**src/rtl/alu_arbiter.sv**
```systemverilog
// Round-robin arbiter/sequencer sharing one registered 4-bit ALU among NUM_REQ requesters.
// One operation in flight: grant (IDLE) -> EXEC -> CAPT -> RESP -> IDLE.
module alu_arbiter #(
  parameter int unsigned NUM_REQ = 2
) (
  input  logic                   clk,
  input  logic                   rst,
  input  logic [NUM_REQ-1:0]     req_valid,
  output logic [NUM_REQ-1:0]     req_ready,
  input  logic [4*NUM_REQ-1:0]   req_a,
  input  logic [4*NUM_REQ-1:0]   req_b,
  input  logic [3*NUM_REQ-1:0]   req_op,
  output logic [NUM_REQ-1:0]     rsp_valid,
  input  logic [NUM_REQ-1:0]     rsp_ready,
  output logic [3:0]             rsp_result,
  output logic                   rsp_carry,
  output logic [3:0]             alu_a,
  output logic [3:0]             alu_b,
  output logic [2:0]             alu_op,
  input  logic [3:0]             alu_result,
  input  logic                   alu_carry,
  output logic                   busy
);

  localparam int unsigned IW = $clog2(NUM_REQ);

  typedef enum logic [1:0] {IDLE, EXEC, CAPT, RESP} state_t;

  state_t             state, state_nxt;
  logic [IW-1:0]      last_grant, owner, grant_idx;
  logic               grant_found;
  logic               accept;
  logic [NUM_REQ-1:0] rsp_ready_sh;

  // Scan starts one past the previous winner and wraps, giving rotating priority.
  always_comb begin : arb
    int unsigned        cand;
    logic [NUM_REQ-1:0] valid_sh;
    cand        = 0;
    valid_sh    = '0;
    grant_found = 1'b0;
    grant_idx   = '0;
    for (int unsigned k = 1; k <= NUM_REQ; k++) begin
      cand = 32'(last_grant) + k;
      if (cand >= NUM_REQ) cand = cand - NUM_REQ;
      valid_sh = req_valid >> cand;
      if (!grant_found && valid_sh[0]) begin
        grant_found = 1'b1;
        grant_idx   = IW'(cand);
      end
    end
  end

  assign accept       = (state == IDLE) && grant_found;
  assign req_ready    = (accept && !rst) ? (NUM_REQ'(1) << grant_idx) : '0;
  assign rsp_valid    = (state == RESP) ? (NUM_REQ'(1) << owner) : '0;
  assign rsp_ready_sh = rsp_ready >> owner;
  assign busy         = (state != IDLE);

  always_comb begin
    state_nxt = state;
    case (state)
      IDLE: if (grant_found) state_nxt = EXEC;
      EXEC: state_nxt = CAPT;
      CAPT: state_nxt = RESP;
      RESP: if (rsp_ready_sh[0]) state_nxt = IDLE;
      default: state_nxt = IDLE;
    endcase
  end

  always_ff @(posedge clk) begin
    if (rst) begin
      state      <= IDLE;
      last_grant <= IW'(NUM_REQ - 1);
      owner      <= '0;
      alu_a      <= '0;
      alu_b      <= '0;
      alu_op     <= '0;
      rsp_result <= '0;
      rsp_carry  <= 1'b0;
    end else begin
      state <= state_nxt;
      if (accept) begin
        alu_a      <= 4'(req_a  >> (32'(grant_idx) * 4));
        alu_b      <= 4'(req_b  >> (32'(grant_idx) * 4));
        alu_op     <= 3'(req_op >> (32'(grant_idx) * 3));
        owner      <= grant_idx;
        last_grant <= grant_idx;
      end
      if (state == CAPT) begin
        rsp_result <= alu_result;
        rsp_carry  <= alu_carry;
      end
    end
  end

endmodule

```
**config.mk**
```make
export PLATFORM = sky130hd
export DESIGN_NAME = alu_arbiter
export DESIGN_NICKNAME = d
export VERILOG_FILES = /design/src/rtl/alu_arbiter.sv
export SDC_FILE = /design/constraint.sdc
export NUM_CORES = 1
export LEC_CHECK = 0
export CAP_MARGIN = 20
export CORE_MARGIN = 2
export CORE_UTILIZATION = 33
export DETAILED_ROUTE_END_ITERATION = 8
export PLACE_DENSITY = 0.74
export SYNTH_ARGS = -nofsm -noshare
export SYNTH_HDL_FRONTEND = slang
export SYNTH_SLANG_ARGS = --single-unit
export TNS_END_PERCENT = 1
```
**constraint.sdc**
```tcl
create_clock -name clk -period 1.3 [get_ports clk]
set_input_delay 0.195 -clock clk [delete_from_list [all_inputs] [get_ports clk]]
set_output_delay 0.195 -clock clk [all_outputs]
set_load 0.02 [all_outputs]
```
---- After elaboration in Yosys (flattened, before gate mapping) ----
Cells that the tools add are included.
W data, S select, Z words.
word-level totals
  logic and storage cells ................. 47
  memory bits (read-only) ................. 0
  memories kept ........................... 0
  latch bits .............................. 0
  bits in registers ....................... 20
  bits in writable memories ............... 0
operators by class
  div/mod/pow operators ................... 0
  equality and inequality tests ........... 5
  $lt $le $gt $ge ......................... 2
  multiplexer cells ....................... 11
  multipliers ............................. 1
  bitwise operators ....................... 0
  reduce and logical (&&, ||, !) cells .... 8
  shift operators ......................... 8
  add/subtract/negate cells ............... 4
operators with widths
  kind                   number
  $mux W32               2
  $shr A2 B32 Y1         2
  $shr A8 B3 Y4          2
  $mux W2                4
  $pmux W2 S4            1
  $shr A6 B3 Y3          1
  $eq A2 B2 Y1 const B   2
  $mux W1                4
  $ne A2 B2 Y1 const B   2
  $shl A1 B1 Y2 const A  2
  $sub A3 B2 Y4 const B  1
  $add A1 B2 Y3 const B  1
  $ge A3 B2 Y1 const B   1
  $logic_and A1 B1 Y1    3
  $mul A1 B2 Y3 const B  1
  $sub A2 B2 Y3 const B  1
  $add A1 B1 Y2 const B  1
  $eq A2 B1 Y1 const B   1
  $ge A2 B2 Y1 const B   1
  $logic_not A1 Y1       2
  $logic_not A2 Y1       1
  $reduce_and A2 Y1      1
  $reduce_bool A2 Y1     1
  $shr A2 B1 Y1          1

---- Logic depth before layout (Yosys ltp) ----
  word-level depth ........................ 11
  mapped depth ............................ 7
  mapped depth without buffers ............ 5

---- Worst setup path before layout ----
No wires, ideal clock.
  kind .................................... register to output
  from .................................... register state[0]
  to ...................................... output port req_ready[0]
  buffers on the path ..................... 1
  setup slack ............................. -0.178 ns
  stages on the path, launching flop included .. 6
  required time ........................... 1.105 ns
  data arrival time ....................... 1.283 ns
  cells stage by stage .................... dfxtp_1 > inv_1 > ha_1 > clkbuf_2 > o21ai_0 > nor3_1
between the ends
  longest elaborated chain between the ends .. 4
ends and longest elaborated chain
  element                   RTL line  text
  start: declaration        29        state_t state, state_nxt;
  start signal: assignment  82        state <= state_nxt;
  $logic_not A2 Y1          54        assign accept = (state == IDLE) && grant_found;
  $logic_and A1 B1 Y1       54
  $logic_and A1 B1 Y1       55        assign req_ready = (accept && !rst) ? (NUM_REQ'(1) << grant_idx) : '0;
  $mux W2                   55
  end: declaration          9         output logic [NUM_REQ-1:0] req_ready,
Every way passes these cells.

---- Worst setup path in the final report ----
  from .................................... register state[1]
  to ...................................... output port rsp_valid[1]
between the ends
  longest elaborated chain between the ends .. 2
ends and longest elaborated chain
  element           RTL line  text
  $eq A2 B2 Y1      56        assign rsp_valid = (state == RESP) ? (NUM_REQ'(1) << owner) : '0;
  $mux W2           56
  end: declaration  13        output logic [NUM_REQ-1:0] rsp_valid,
Every way passes these cells.

==> reports/results.txt <==
outcome - finished with violations
failing checks - negative setup slack
measured slew at the worst slew-check pin - 0.224 ns
Final min period - 1.42 ns
flop and latch count out of synthesis - 20
Startpoint Class - flop
Slowest cell on crit path - dfxtp_2
Initial Util - 34.4%
hold buffers post-CTS - 0
Unique masters post-synth - 23
die height - 57.4 um
Crit Path Max Fanout - 3
number of global-route vias before repair - 954
Mapped Area - 940 um2
Peak VDD IR - 0.00106 V
core area - 2730 um2
WL final - 2450 um
Yosys top cell area share - 42.6%
Synth area leader - dfxtp_1
sequential area share after synthesis - 42.6%
total power - 3.23 mW
Max Clock Freq - 705 MHz
Pwr Density - 1930 nW/um2
Worst EP required - 1.11 ns
reg2reg path depth - 7
Period Utilization, post-route - 109%
layout cells sized above 1 - 25.3%
Tot GR Track Use - 14.9%
Clk Latency, worst-skew pair - 0.30 ns
cts bufs inserted - 3
leading cell type in the layout, fill and taps excluded - clkdlybuf4s50_1
combinational family with the most area after synthesis - multiplexers
Flop pwr share - 28.9%
final instance area - 1670 um2
commonest non-fill, non-tap cells in the layout - clkdlybuf4s50_1 (31), nor2_1 (18), mux2i_1 (18)
first-pass GRT wire length - 3900 um
root buffer cell - clkbuf_4
Syn Area/Cell - 9.69 um2
Adder-Cell Fraction of Synth Area - 3.99%
largest net degree at the start of global routing - 23
R2R Path End - alu_b[1]
initial antenna violation count - 0
# rows - 19
GP Congestion - 0.750
number of port buffers - 53
Post-DRT Antenna Nets - 0
Die X - 57.4 um
die outline area - 3290 um2
post-DR vias/cell - 4.90
RSZ-0062 raised after global routing - yes
post-synthesis mux area share - 19.2%
slew margin rel. - 84.6%
DPL Wire Length - 1890 um
post-synthesis instance total - 97
P_int - 2.02 mW
crit path DAT - 1.22 ns
Setup WS pre-CTS - -0.643 ns
CP endpoint - rsp_valid[1]
worst setup margin - -0.119 ns
critical-path cell list - buf_4 -> ha_2 -> and2_4 -> buf_6
DP Area - 1580 um2
Hold Fails Final Rpt - 0
Max Cap Viol - 0
Clock Skews - 0.00169 ns
Initial DRC Count - 7
Worst R2R Start - state[0]
reg-to-reg slack, setup - -0.01 ns
LEAKAGE - 0.728 nW
XOR/XNOR share of the synthesized area - 0%
Simple-Gate Fraction of Synth Area - 11.9%
IO Count - 54
n_diodes - 0
DR vias - 945
Compound-Gate Fraction of Synth Area - 16.4%
drt wl/cell - 12.7 um
drt drc - 0
max-slew violation count - 0
hold crit path type - in -> reg
H-tree lvl count - 1
syn nets - 133
Syn. warnings - 0
Comb power frac - 55.4%
max incr delay on CP - 0.34 ns
Net Sw Frac - 37.4%
setup violators final - 7
clock slew at reported path FFs - 0.12 ns
CP startpoint - state[1]
CTS sink count - 20
GRT overflow - 0
CTS max path bufs - 2
Pre-antenna DRT Iters - 3
Final #Nets - 199
crit end category - output pin
TritonCTS clock tree - built
share of power burned in the clock network - 15.7%
Setup CP Type - reg -> out
worst hold path depth - 4
top area cells in the synthesized netlist - dfxtp_1 (43%), mux2i_1 (19%), a211oi_1 (10%)
Sw Pwr - 1.21 mW
Area Overhead vs Synth - 78.2%
[stage by stage]
step                      util [%]  setup TNS, ns  cells  hold slack [ns]
after floorplan                  -         -0.276     97            0.302
after detailed placement      57.8          -6.02    187            0.489
final                         61.2         -0.484    193            0.480
after global placement        57.8          -5.28    187            0.472
after global routing          61.2          -1.68    193            0.521
after CTS                     58.8          -1.02    191            0.486
[power by group through the flow]
stage          Combinational, mW  Clock (mW)  Sequential (mW)
3_3_place_gp                1.73           0            0.927
6_report                    1.79       0.507            0.935
4_1_cts                     1.70       0.521            0.924
3_5_place_dp                1.78           0            0.941
5_1_grt                     1.96       0.548            0.965
2_1_floorplan              0.748           0             1.13
[routing by layer]
metal  vias up  wire length, um  GRT usage [%]
li1        471                -              -
met1       433              927           15.4
met2        39             1290           28.6
met3         2              222           4.08
met4         0               13           4.98
met5         -                0              0
[worst min path at each step]
stage                  start       endpoint  slack (ns)
2_1_floorplan            rst     last_grant        0.30
3_3_place_gp   rsp_result[2]  rsp_result[2]        0.47
3_5_place_dp   rsp_result[3]  rsp_result[3]        0.49
4_1_cts         req_valid[0]          owner        0.49
5_1_grt            req_op[2]      alu_op[2]        0.52
6_report        req_valid[0]          owner        0.48
[synthesized netlist by cell type]
cell      count
dfxtp_1      20
mux2i_1      18
nor2_1       18
a211oi_1     13
clkbuf_1      3
ha_1          3
inv_1         3
a21oi_1       2
nand2_1       2
nand2b_1      2
a21boi_4      1
a22o_1        1
a31oi_1       1
and2_1        1
buf_1         1
buf_12        1
buf_2         1
clkbuf_2      1
nor2b_1       1
nor3_1        1
o21a_1        1
o21ai_0       1
or2_2         1
[timing repair]
item | CTS | global route
setup buffers | 0 | 2
endpoints found under the setup margin | 34 | 23
gates resized for setup | 44 | 19
pin swaps | 7 | 5
cloned | 0 | 0
[registers in the layout (all words and copies together) (netlist names)]
register / flops
alu_b: 4
rsp_carry: 1
rsp_result: 4
alu_op: 3
owner: 1
alu_a: 4
last_grant: 1
state: 2
[cells by family after synthesis]
| logic type | after synthesis |
|---|---|
| compound gates | 20 |
| fa+ha+maj | 3 |
| buf+inv | 10 |
| flops | 20 |
| mux | 18 |
| simple gates | 26 |
[final cells by class]
type,count,area [um2]
timing repair buffer,68,637
clock inverter,1,30.0
tap,31,38.8
sequential,20,404
fill,246,1060
clock buffer,3,22.5
inverter,3,11.3
multi-input combinational,67,531
[critical path, delay by kind of cell (launching register included)]
kind,cells,cell delay [ns]
flip-flops,1,0.34
buffers and inverters,2,0.26
adder cells (fa/ha/maj),1,0.18
AND/OR/NAND/NOR,1,0.15
Power figures use the tool's default switching activity.
